[src/rtl/dp_iso_rx_depacker.sv]
// dp_iso_rx_depacker
// Sink-side isochronous-stream depacker. Classifies each symbol beat across
// the active lanes as control, data or misaligned, tracks the line framing
// (BS/SR -> VB-ID -> BE -> active video, with FS/FE fill regions) and emits
// the active-video bytes as a registered, byte-enabled stream.
//
// Ports:
//   clk, rst                        symbol clock, async active-high reset
//   iso_symbols_lane0..3            received symbols per lane
//   control_sym_flag_lane0..3       1 = symbol on that lane is a control symbol
//   iso_valid                       beat valid on all lanes
//   lane_count                      00=1 lane, 01=2 lanes, 1x=4 lanes
//   pixel_data/pixel_byte_en        {lane3..lane0} active-video bytes + enables
//   pixel_valid                     pixel_data/pixel_byte_en valid
//   hsync_start, active_start       one-cycle pulses on accepted BS/SR and BE
//   vblank_flag                     VB-ID bit0 of the current line
//   align_err, ctrl_err             one-cycle fault pulses
//   line_sym_count                  active data beats of the previous line
//                                   (present only with DP_RX_LINE_SYM_COUNT_EN)
module dp_iso_rx_depacker #(
  parameter int AUX_DATA_WIDTH = 8
) (
  input  logic                        clk,
  input  logic                        rst,
  input  logic [AUX_DATA_WIDTH-1:0]   iso_symbols_lane0,
  input  logic [AUX_DATA_WIDTH-1:0]   iso_symbols_lane1,
  input  logic [AUX_DATA_WIDTH-1:0]   iso_symbols_lane2,
  input  logic [AUX_DATA_WIDTH-1:0]   iso_symbols_lane3,
  input  logic                        control_sym_flag_lane0,
  input  logic                        control_sym_flag_lane1,
  input  logic                        control_sym_flag_lane2,
  input  logic                        control_sym_flag_lane3,
  input  logic                        iso_valid,
  input  logic [1:0]                  lane_count,
  output logic [4*AUX_DATA_WIDTH-1:0] pixel_data,
  output logic [3:0]                  pixel_byte_en,
  output logic                        pixel_valid,
  output logic                        hsync_start,
  output logic                        active_start,
  output logic                        vblank_flag,
  output logic                        align_err,
  output logic                        ctrl_err
`ifdef DP_RX_LINE_SYM_COUNT_EN
  ,
  output logic [15:0]                 line_sym_count
`endif
);

  localparam int W = AUX_DATA_WIDTH;
  localparam logic [W-1:0] K_BS = 8'hBC;
  localparam logic [W-1:0] K_SR = 8'h1C;
  localparam logic [W-1:0] K_BE = 8'hFB;
  localparam logic [W-1:0] K_FS = 8'hFE;
  localparam logic [W-1:0] K_FE = 8'hF7;

  typedef enum logic [2:0] {IDLE, BLANK_VBID, BLANK, ACTIVE, FILL} state_t;

  state_t         state_q, state_d;
  logic [1:0]     lc_q;
  logic [1:0]     eff_lc;
  logic [3:0]     mask;
  logic [3:0]     flg;
  logic [W-1:0]   sym [4];
  logic           sym_eq, ctrl_beat, data_beat;
  logic           is_bs, is_be, is_fs, is_fe;
  logic           hs_d, as_d, ae_d, ce_d, pv_d, vb_ld, bs_acc;
  logic [4*W-1:0] pix_d;

  assign sym[0] = iso_symbols_lane0;
  assign sym[1] = iso_symbols_lane1;
  assign sym[2] = iso_symbols_lane2;
  assign sym[3] = iso_symbols_lane3;
  assign flg    = {control_sym_flag_lane3, control_sym_flag_lane2,
                   control_sym_flag_lane1, control_sym_flag_lane0};

  // In IDLE the lane configuration follows the input live; elsewhere the
  // value captured at the last accepted BS/SR governs classification.
  assign eff_lc = (state_q == IDLE) ? lane_count : lc_q;

  always_comb begin
    case (eff_lc)
      2'b00:   mask = 4'b0001;
      2'b01:   mask = 4'b0011;
      default: mask = 4'b1111;
    endcase
  end

  always_comb begin
    sym_eq = 1'b1;
    for (int i = 1; i < 4; i++) begin
      if (mask[i] && (sym[i] != sym[0])) sym_eq = 1'b0;
    end
  end

  assign ctrl_beat = ((flg & mask) == mask) && sym_eq;
  assign data_beat = ((flg & mask) == 4'b0000);
  assign is_bs     = (sym[0] == K_BS) || (sym[0] == K_SR);
  assign is_be     = (sym[0] == K_BE);
  assign is_fs     = (sym[0] == K_FS);
  assign is_fe     = (sym[0] == K_FE);

  assign pix_d = {mask[3] ? sym[3] : {W{1'b0}},
                  mask[2] ? sym[2] : {W{1'b0}},
                  mask[1] ? sym[1] : {W{1'b0}},
                  sym[0]};

  always_comb begin
    state_d = state_q;
    hs_d    = 1'b0;
    as_d    = 1'b0;
    ae_d    = 1'b0;
    ce_d    = 1'b0;
    pv_d    = 1'b0;
    vb_ld   = 1'b0;
    bs_acc  = 1'b0;
    if (iso_valid) begin
      if (!ctrl_beat && !data_beat) begin
        ae_d    = 1'b1;
        state_d = IDLE;
      end else if (ctrl_beat && is_bs) begin
        hs_d    = 1'b1;
        bs_acc  = 1'b1;
        state_d = BLANK_VBID;
      end else begin
        // Any control beat not matching the one transition allowed in the
        // current state (including illegal codes) is a framing fault.
        case (state_q)
          IDLE: ;
          BLANK_VBID: begin
            if (data_beat) begin
              vb_ld   = 1'b1;
              state_d = BLANK;
            end else begin
              ce_d    = 1'b1;
              state_d = IDLE;
            end
          end
          BLANK: begin
            if (ctrl_beat) begin
              if (is_be) begin
                as_d    = 1'b1;
                state_d = ACTIVE;
              end else begin
                ce_d    = 1'b1;
                state_d = IDLE;
              end
            end
          end
          ACTIVE: begin
            if (data_beat) begin
              pv_d = 1'b1;
            end else if (is_fs) begin
              state_d = FILL;
            end else begin
              ce_d    = 1'b1;
              state_d = IDLE;
            end
          end
          FILL: begin
            if (ctrl_beat) begin
              if (is_fe) begin
                state_d = ACTIVE;
              end else begin
                ce_d    = 1'b1;
                state_d = IDLE;
              end
            end
          end
          default: state_d = IDLE;
        endcase
      end
    end
  end

  // Output register stage
  always_ff @(posedge clk or posedge rst) begin
    if (rst) begin
      state_q       <= IDLE;
      lc_q          <= 2'b00;
      pixel_data    <= '0;
      pixel_byte_en <= 4'b0000;
      pixel_valid   <= 1'b0;
      hsync_start   <= 1'b0;
      active_start  <= 1'b0;
      vblank_flag   <= 1'b0;
      align_err     <= 1'b0;
      ctrl_err      <= 1'b0;
    end else begin
      state_q      <= state_d;
      pixel_valid  <= pv_d;
      hsync_start  <= hs_d;
      active_start <= as_d;
      align_err    <= ae_d;
      ctrl_err     <= ce_d;
      if ((state_q == IDLE) || bs_acc) lc_q <= lane_count;
      if (vb_ld) vblank_flag <= sym[0][0];
      if (pv_d) begin
        pixel_data    <= pix_d;
        pixel_byte_en <= mask;
      end
    end
  end

`ifdef DP_RX_LINE_SYM_COUNT_EN
  logic [15:0] cnt_q;

  always_ff @(posedge clk or posedge rst) begin
    if (rst) begin
      cnt_q          <= 16'h0000;
      line_sym_count <= 16'h0000;
    end else if (ae_d || ce_d) begin
      cnt_q <= 16'h0000;
    end else if (bs_acc) begin
      line_sym_count <= cnt_q;
      cnt_q          <= 16'h0000;
    end else if (pv_d && (cnt_q != 16'hFFFF)) begin
      cnt_q <= cnt_q + 16'h0001;
    end
  end
`endif

endmodule
[config.mk]
export PLATFORM = sky130hd
export DESIGN_NAME = dp_iso_rx_depacker
export DESIGN_NICKNAME = d
export VERILOG_FILES = /design/src/rtl/dp_iso_rx_depacker.sv
export SDC_FILE = /design/constraint.sdc
export NUM_CORES = 1
export LEC_CHECK = 0
export ABC_CLOCK_PERIOD_IN_PS = 3700
export BUFFER_PORTS_ARGS = -buffer_cell sky130_fd_sc_hd__buf_2
export CAP_MARGIN = 10
export CORE_MARGIN = 2
export CORE_UTILIZATION = 45
export CTS_BUF_LIST = sky130_fd_sc_hd__clkbuf_4
export DETAILED_ROUTE_END_ITERATION = 8
export GPL_TIMING_DRIVEN = 0
export PLACE_DENSITY = 0.82
export SYNTH_ARGS = -nofsm -noshare
export SYNTH_HDL_FRONTEND = slang
export SYNTH_SLANG_ARGS = --single-unit
[constraint.sdc]
create_clock -name clk -period 3.7 [get_ports clk]
set_input_delay 0.37 -clock clk [delete_from_list [all_inputs] [get_ports clk]]
set_output_delay 0.37 -clock clk [all_outputs]
set_load 0.02 [all_outputs]
==> results.toml <==
[run_status]
status = "finished clean"

[cts]
postCtsHoldBufs = 0
clkLatencyLatePin_ps = 360
htree_levels = 2
root_buffer = "clkbuf_4"
cts_setup_buffers = 0
cts_resized = 0
numClockSinks = 46
cts-buffers-inserted = 5
clk_pin_slew_ps = 140
cts_buffer_depth = 2
cts_tree = "done"

[timing]
tns_ps = 0
setup_viol = 0
min_period_ps = 2680
hold_violations = 0
drv_slew = 0
rsz0062_at_grt = "false"
maxSlewHeadroom_pct = 61.2
tightest_slew_ps = 571
finalCritPeriodShare_pct = 72.4
hold_ws_ps = 31.1
clock_skew_ps = 9.25
fmax_ghz = 0.373

[floorplanning]
die_h_um = 77.1
rows = 26
die-area_um2 = 5950
fp.dieW_um = 77.1
core_um2 = 5140
start_util_pct = 46.8
io_pins = 83

[synth]
yosys_warnings = 0
syn_inst = 278
ys_types = 42
synthArstFlopShare_pct = 100
synth_seq_area_share_pct = 47.8
syn_area_um2 = 2410
netlist.area_leader.share_pct = 47.8
synth_nets = 319
yosys-top-cells-area = "dfrtp_1, nand2_1, nand3_1"
synth_ff_type = "dfrtp_1"
synth_edf_count = 0
synth_top_area_cell = "dfrtp_1"
avgSynthCellArea_um2 = 8.66
synth-seq-cells = 46

[power]
peakVddDrop_mv = 0.331
total_power_uw = 1770
combinationalPowerShare_pct = 45.7
swShare_pct = 43.0
p_sw_uw = 759
clkPwrFrac_pct = 13.2
powerDensity_nw_per_um2 = 593
p_int_uw = 1010
pwr-share-seq_pct = 41.1
p_leak_uw = 0.00162

[critical_path]
start_kind = "flop"
cp.arrival_ps = 2990
r2r_slack_ps = 1020
cp-end-kind = "flop"
critPathMaxFanout = 10
critPathRequiredTime_ps = 4010
critPathKind = "reg2reg"

[detailed_routing]
drc_errors = 0
first_pass_iters = 5
ant_nets = 0
drt-total-wl_mm = 6.48
via_per_inst = 5.30
drtIter0Drc = 196
wl_per_cell_um = 14.8
num_vias = 2320

[placed_design]
port_buffers = 81
dp.cells = 430
gp_congestion = 0.854
hpwlAfterDp_mm = 4.99

[global_routing]
grt_max_degree = 25
grt_util_all_layers_pct = 22.5
grt_first_pass_wirelength_mm = 10.6
antenna_found_initial = 0
grt_pass1_vias = 2189
grt_overflow_total = 0

[finish]
drive_gt1_share_pct = 29.3
layout.nets = 408
area_growth_syn_to_layout_pct = 23.9
n_fill_cell = 491
num_antenna_cells = 0
final_util_pct = 58.0
final_cells = 438

[job]
max_cap_viol_count = 0

[worst_hold_path]
hold_path.class = "in2async"
-- critical path, stage by stage (launching register included) --
cell and delay (ps):
dfrtp_1 380, buf_2 190, nor3_4 300, mux2i_2 570
nor2_1 140, o21ai_1 180, or3_1 120, buf_2 160
clkbuf_1 390, nand2_1 120, nand2_1 80
-- cell type report --
cell class                      instances  area (um2)  area share (%)
Clock inverter                          3        16.3           0.546
Inverter                                9        35.0            1.17
Multi-Input combinational cell        208        1110            37.3
Tap cell                               70        87.6            2.94
Buffer                                 15         109            3.65
Timing Repair Buffer                   82         433            14.5
Sequential cell                        46        1150            38.6
Clock buffer                            5        37.5            1.26
-- layer usage --
metal | track usage, % | vias to the layer above | share of wire (%)
li1 | - | 1123 | -
met1 | 29.0 | 1077 | 41
met2 | 37.0 | 109 | 48
met3 | 6.12 | 11 | 8.8
met4 | 6.96 | 0 | 1.7
met5 | 0 | - | 0
-- synthesized netlist by cell type, types with 5 or more instances --
master	n
nand2_1	81
dfrtp_1	46
nand3_1	38
nor2_1	13
or3_1	12
xnor2_1	10
inv_1	8
a21oi_1	6
buf_6	6
clkbuf_1	5
nand4_1	5
o21ai_1	5
-- path summary, 6_finish.rpt --
kind                                           start              to  cells after the start
worst min register to register        pixel_data[10]  pixel_data[10]                      2
worst max-delay path                      state_q[1]  pixel_data[23]                     10
worst max register to register            state_q[1]  pixel_data[23]                     10
min in group clk                iso_symbols_lane2[4]  pixel_data[20]                      3
max in group asynchronous                        rst  pixel_data[11]                      3
worst min-delay path                             rst   pixel_data[0]                      2
-- state kept, by name (all words and copies together), names as in the netlist --
register       cells
ctrl_err           1
pixel_valid        1
lc_q               2
state_q            3
pixel_data        32
align_err          1
active_start       1
pixel_byte_en      3
hsync_start        1
vblank_flag        1
-- power groups by stage --
stage / combinational, uW / clock [uW] / sequential [uW]
floorplan: 370 / 0 / 899
global placement: 786 / 0 / 737
detailed placement: 807 / 0 / 736
CTS: 807 / 239 / 727
global route: 881 / 262 / 748
finish: 808 / 234 / 726
-- metrics by stage --
stage	instance area (um2)	setup WS (ps)
2_1_floorplan	2410	1500
3_3_place_gp	2900	1090
3_5_place_dp	2930	1050
4_1_cts	2980	1020
5_1_grt	2980	806
6_report	2980	1020
-- cells by family after synthesis --
| kind of cell | count (synthesis) | synth area share, % |
|---|---|---|
| XOR/XNOR | 10 | 3.64 |
| multiplexers | 6 | 2.86 |
| buffers and inverters | 24 | 5.98 |
| flip-flops | 46 | 47.8 |
| AO/OA/AOI/OAI | 31 | 8.58 |
| AND/OR/NAND/NOR | 161 | 31.1 |
-- placed cells by master, fill, tap and decap left out, drive strengths merged, types with 3 or more instances in the layout --
master  count
xnor2      10
clkinv      3
dfrtp      46
clkbuf     10
nand3      38
nor2       13
mux2        4
a22oi       4
or3        12
o21ai       8
buf        92
nand2      81
nand4       5
a21oi       6
inv         8
No activity file was read; power rests on OpenSTA's default activity.
